==> src/rtl/ddr_input_pkg.sv <==
// Shared codes and indices for the DDR push-button front-end.
// Speed encodings match the scroll-speed field consumed by the game logic.
package ddr_input_pkg;

    typedef enum logic [1:0] {
        SPEED_SLOW   = 2'b00,
        SPEED_NORMAL = 2'b01,
        SPEED_FAST   = 2'b10
    } speed_e;

    localparam int ARROW_UP    = 0;
    localparam int ARROW_DOWN  = 1;
    localparam int ARROW_LEFT  = 2;
    localparam int ARROW_RIGHT = 3;

    localparam int NUM_ARROWS   = 4;
    localparam int NUM_SPEEDS   = 3;
    localparam int NUM_CHANNELS = NUM_ARROWS + NUM_SPEEDS;

endpackage

==> src/rtl/button_debounce.sv <==
// One button channel: 2-flop synchroniser, run-length debounce counter,
// debounced level and a registered one-cycle pulse on each debounced rise.
module button_debounce #(
    parameter int DEBOUNCE_CYCLES = 500000,
    parameter int CNT_W           = 19
) (
    input  logic clk,
    input  logic reset,
    input  logic btn_in,
    output logic level,
    output logic rise
);

    localparam logic [CNT_W-1:0] CNT_MAX = CNT_W'(DEBOUNCE_CYCLES - 1);

    logic             sync1_reg;
    logic             sync2_reg;
    logic             stable_reg;
    logic             rise_reg;
    logic [CNT_W-1:0] cnt_reg;

    always_ff @(posedge clk or negedge reset) begin
        if (!reset) begin
            sync1_reg  <= 1'b0;
            sync2_reg  <= 1'b0;
            stable_reg <= 1'b0;
            rise_reg   <= 1'b0;
            cnt_reg    <= '0;
        end else begin
            sync1_reg <= btn_in;
            sync2_reg <= sync1_reg;
            rise_reg  <= 1'b0;
            // Any sample agreeing with the stable state restarts the run.
            if (sync2_reg == stable_reg) begin
                cnt_reg <= '0;
            end else if (cnt_reg == CNT_MAX) begin
                stable_reg <= sync2_reg;
                cnt_reg    <= '0;
                rise_reg   <= sync2_reg;
            end else begin
                cnt_reg <= cnt_reg + CNT_W'(1);
            end
        end
    end

    assign level = stable_reg;
    assign rise  = rise_reg;

endmodule

==> src/rtl/ddr_input_conditioner.sv <==
// Conditions the four arrow and three speed push-buttons: per-channel debounce,
// arrow press pulses, and a priority speed latch with a change strobe.
module ddr_input_conditioner
    import ddr_input_pkg::*;
#(
    parameter int DEBOUNCE_CYCLES = 500000,
    parameter int CNT_W           = 19
) (
    input  logic       clk,
    input  logic       reset,
    input  logic       UP,
    input  logic       DOWN,
    input  logic       LEFT,
    input  logic       RIGHT,
    input  logic       slow,
    input  logic       normal,
    input  logic       fast,
    output logic [3:0] arrow_level,
    output logic [3:0] arrow_press,
    output logic       any_press,
    output logic [1:0] speed_sel,
    output logic       speed_change
);

    // Channels 0..3 are the arrows in output bit order; 4..6 are slow/normal/fast.
    logic [NUM_CHANNELS-1:0] raw_btn;
    logic [NUM_CHANNELS-1:0] level_vec;
    logic [NUM_CHANNELS-1:0] rise_vec;

    assign raw_btn = {fast, normal, slow, RIGHT, LEFT, DOWN, UP};

    generate
        for (genvar gi = 0; gi < NUM_CHANNELS; gi++) begin : g_chan
            button_debounce #(
                .DEBOUNCE_CYCLES(DEBOUNCE_CYCLES),
                .CNT_W          (CNT_W)
            ) u_debounce (
                .clk   (clk),
                .reset (reset),
                .btn_in(raw_btn[gi]),
                .level (level_vec[gi]),
                .rise  (rise_vec[gi])
            );
        end
    endgenerate

    // Speed buttons act only through their rise pulses.
    logic unused_speed_levels;
    assign unused_speed_levels = ^level_vec[NUM_CHANNELS-1:NUM_ARROWS];

    assign arrow_level = level_vec[NUM_ARROWS-1:0];
    assign arrow_press = rise_vec[NUM_ARROWS-1:0];
    assign any_press   = |rise_vec[NUM_ARROWS-1:0];

    speed_e speed_sel_reg;
    speed_e speed_next;
    logic   speed_change_reg;

    always_comb begin
        speed_next = speed_sel_reg;
        if (rise_vec[NUM_ARROWS+2]) begin
            speed_next = SPEED_FAST;
        end else if (rise_vec[NUM_ARROWS+1]) begin
            speed_next = SPEED_NORMAL;
        end else if (rise_vec[NUM_ARROWS]) begin
            speed_next = SPEED_SLOW;
        end
    end

    always_ff @(posedge clk or negedge reset) begin
        if (!reset) begin
            speed_sel_reg    <= SPEED_NORMAL;
            speed_change_reg <= 1'b0;
        end else begin
            speed_sel_reg    <= speed_next;
            speed_change_reg <= (speed_next != speed_sel_reg);
        end
    end

    assign speed_sel    = speed_sel_reg;
    assign speed_change = speed_change_reg;

endmodule

==> config.mk <==
export PLATFORM = sky130hd
export DESIGN_NAME = ddr_input_conditioner
export DESIGN_NICKNAME = d
export VERILOG_FILES = /design/src/rtl/ddr_input_pkg.sv /design/src/rtl/button_debounce.sv /design/src/rtl/ddr_input_conditioner.sv
export SDC_FILE = /design/constraint.sdc
export NUM_CORES = 1
export LEC_CHECK = 0
export CORE_MARGIN = 10
export CORE_UTILIZATION = 55
export CTS_CLUSTER_SIZE = 10
export DETAILED_ROUTE_END_ITERATION = 8
export GPL_TIMING_DRIVEN = 0
export PLACE_DENSITY = 0.83
export SYNTH_ARGS = -nofsm -noshare
export SYNTH_HDL_FRONTEND = slang
export SYNTH_SLANG_ARGS = --single-unit
==> constraint.sdc <==
create_clock -name clk -period 2.7 [get_ports clk]
set_input_delay 0.54 -clock clk [delete_from_list [all_inputs] [get_ports clk]]
set_output_delay 0.54 -clock clk [all_outputs]
set_load 0.01 [all_outputs]
==> flow_summary.toml <==
[clock_network]
ctsResizeCount = 0
clkSinkCount = 164
cts_root_buf = "clkbuf_16"
hold_buffers = 0
clkTransAtPathRegs_ps = 60
cts_setup_buffers = 0
ctsHtreeMaxLevel = 4
cts_inserted_buffers = 17
clk_latency_ps = 430
cts_buffer_depth = 2
cts_tree = "done"

[route]
vias = 5665
met3WireLength_um = 499
wl_um = 14300
top_layer = "met4"
viasPerCell = 5.67
drt_pass1_iterations = 5
met1Wirelength_um = 6850
drcViolationCount = 0
postRouteAntennaNets = 0
wl_per_cell_um = 14.3
drtIter0Drc = 414
wl_met2_um = 6750

[sta]
final_hold_viol_count = 0
period_share_pct = 91.8
max-slew-margin-rel_pct = 49.4
fin_setup_tns_ps = 0
rsz0062_at_grt = "no"
setup_viol = 0
min_period_ps = 2480
worst_pin_slew_ps = 750
drv_slew = 0
fmax_ghz = 0.404
final.setup_skew_ps = 13.7

[final_layout]
utilization_pct = 63.4
fin_cells = 1000
layout-drive-gt1-share_pct = 7.07
nets = 825
fillers = 1082
largest_register_ffs = 133
diodes = 0
areaGrowthSynthToFinish_pct = 13.3

[die]
boundaryPins = 21
fp.dieH_um = 139
initial_core_util_pct = 55.9
die_w_um = 139
die-area_sq_um = 19200
core_sq_um = 13800
rows = 43

[critical_path]
cpPeakStageDelay_ps = 600
path_delay_family = "simple AND/OR/NAND/NOR gates"
crit_required_ps = 2160
critPathBufInv = 1
r2r_slack_ps = 440
worstSetupStartpointType = "register"
worst-path-max-fanout = 2
path_class = "reg -> out"
cp_data_arrival_time_ps = 1940
crit_slowest_cell = "or4_1"
setup.worst_path.end_class = "output port"
cp_cell_sequence = "or4_1 > clkdlybuf4s50_1"

[placement]
port_buffers = 20
routabilityCongestion = 0.869
hpwl_um = 9570
dp.cells = 970

[synth]
synth_area_leaders = "dfrtp_1, xnor2_1, nor2_1"
synth_area_leader_cell = "dfrtp_1"
ys_seq_elements = 164
syn_area_sq_um = 7730
syn-num-nets = 785
ys_types = 40
synth.yosys.seq_area_share_pct = 53.1
netlist.area_leader.share_pct = 52.8
ys_warn_count = 0
synthCells = 769
syn-mean-instance-area_sq_um = 10.1

[grt]
antenna_found_initial = 0
grt_max_degree = 106
grt_pass1_vias = 5421
grt-ovfl-total = 0
grt_pass1_wl_um = 25100
track_usage_pct = 15.2

[run_status]
status = "completed"

[worst_hold_path]
hold_class = "in -> async"

[job]
cap_viol_max_count = 0

[power]
ir_drop_mv = 0.424
p_per_area_nw_per_um2 = 578
leakagePower_uw = 0.00350
-- worst register-to-register path: stages, from the launching register on --
cell	delay (ps)
dfrtp_1	370
ha_1	240
and4_1	300
and3_1	200
a31o_2	150
clkbuf_1	340
clkbuf_1	420
nor2_1	110
-- cells in the mapped netlist --
| cell type | count |
|---|---|
| a21oi_1 | 36 |
| a31o_2 | 2 |
| and2_1 | 6 |
| and3_1 | 12 |
| and4_1 | 11 |
| and4b_1 | 1 |
| buf_2 | 2 |
| buf_4 | 8 |
| clkbuf_1 | 15 |
| clkbuf_2 | 1 |
| dfrtp_1 | 163 |
| dfstp_2 | 1 |
| ha_1 | 7 |
| inv_1 | 22 |
| mux2_2 | 6 |
| nand2_1 | 45 |
| nand2b_1 | 1 |
| nand3_1 | 46 |
| nand3_2 | 2 |
| nand3b_1 | 7 |
| nand4_1 | 32 |
| nand4_2 | 1 |
| nand4bb_1 | 2 |
| nor2_1 | 109 |
| nor3_1 | 15 |
| nor3b_1 | 8 |
| nor4_1 | 17 |
| nor4b_1 | 3 |
| nor4bb_1 | 1 |
| o21ai_0 | 26 |
| o21ai_1 | 1 |
| o22ai_1 | 1 |
| o31ai_1 | 12 |
| o31ai_2 | 3 |
| o41ai_2 | 1 |
| or2_2 | 3 |
| or3_1 | 24 |
| or4_1 | 25 |
| xnor2_1 | 53 |
| xor2_1 | 38 |
-- power breakdown --
group          switching (uW)  leakage [uW]  internal (uW)
clock network             934      0.000269           1440
registers                37.3       0.00224           2490
logic                     102      0.000990           49.2
total                    1070       0.00350           3990
-- layer usage --
metal | vias up | track usage [%]
met3 | 17 | 3.97
met5 | - | 0
li1 | 2801 | -
met4 | 0 | 5.05
met1 | 2757 | 20.0
met2 | 90 | 23.7
-- final timing paths --
path	from	end	cells after the start
min in group clk	g_chan[1].u_debounce.sync1_reg	g_chan[1].u_debounce.sync2_reg	0
worst min-delay path	reset	g_chan[4].u_debounce.cnt_reg[12]	1
worst min register to register	g_chan[1].u_debounce.sync1_reg	g_chan[1].u_debounce.sync2_reg	0
worst max-delay path	g_chan[1].u_debounce.rise	any_press	2
worst max register to register	g_chan[6].u_debounce.cnt_reg[0]	g_chan[6].u_debounce.cnt_reg[6]	7
max in group asynchronous	reset	g_chan[1].u_debounce.cnt_reg[3]	2
-- cells in the final DEF, fill, tap and decap left out, types with 11 or more instances in the layout --
master	n
or4_1	25
and4_1	11
nand3_1	46
inv_1	22
o21ai_0	26
xor2_1	38
nor3_1	15
dfrtp_1	163
a21oi_1	36
or3_1	24
nor2_1	109
clkdlybuf4s50_1	19
clkbuf_16	17
and3_1	12
xnor2_1	53
o31ai_1	12
nor4_1	17
nand4_1	32
nand2_1	45
clkbuf_1	19
-- layout make-up --
cell class / count / area, sq um / area share [%]
Clock buffer: 21 / 440 / 5.03
Timing Repair Buffer: 21 / 233 / 2.66
Sequential cell: 164 / 4110 / 46.9
Buffer: 26 / 131 / 1.50
Inverter: 22 / 82.6 / 0.943
Clock inverter: 9 / 131 / 1.50
Tap cell: 180 / 225 / 2.57
Multi-Input combinational cell: 557 / 3410 / 38.9
-- cells by family (layout without fill, tap and decap cells) --
group                      after synthesis  in the layout  synth area share [%]
AOI/OAI and AO/OA                       82             82                  6.25
xor gates and xnor gates                91             91                  10.3
adders and majority gates                7              7                  1.13
buffers and inverters                   48             99                  2.77
DFF                                    164            164                  53.1
muxes                                    6              6                 0.874
and+or+nand+nor                        371            371                  25.6
-- metrics by stage --
stage | hold slack (ps) | area, sq um | total power, uW | worst slack, ps
detailed placement | 339 | 8190 | 2730 | 438
global placement | 332 | 8160 | 2720 | -5410
floorplan | 244 | 7730 | 2640 | 725
finish | 34.2 | 8760 | 5060 | 222
CTS | 46.0 | 8760 | 5120 | 195
global route | 58.6 | 8760 | 5240 | 185
(Power assumes the default switching activity.)
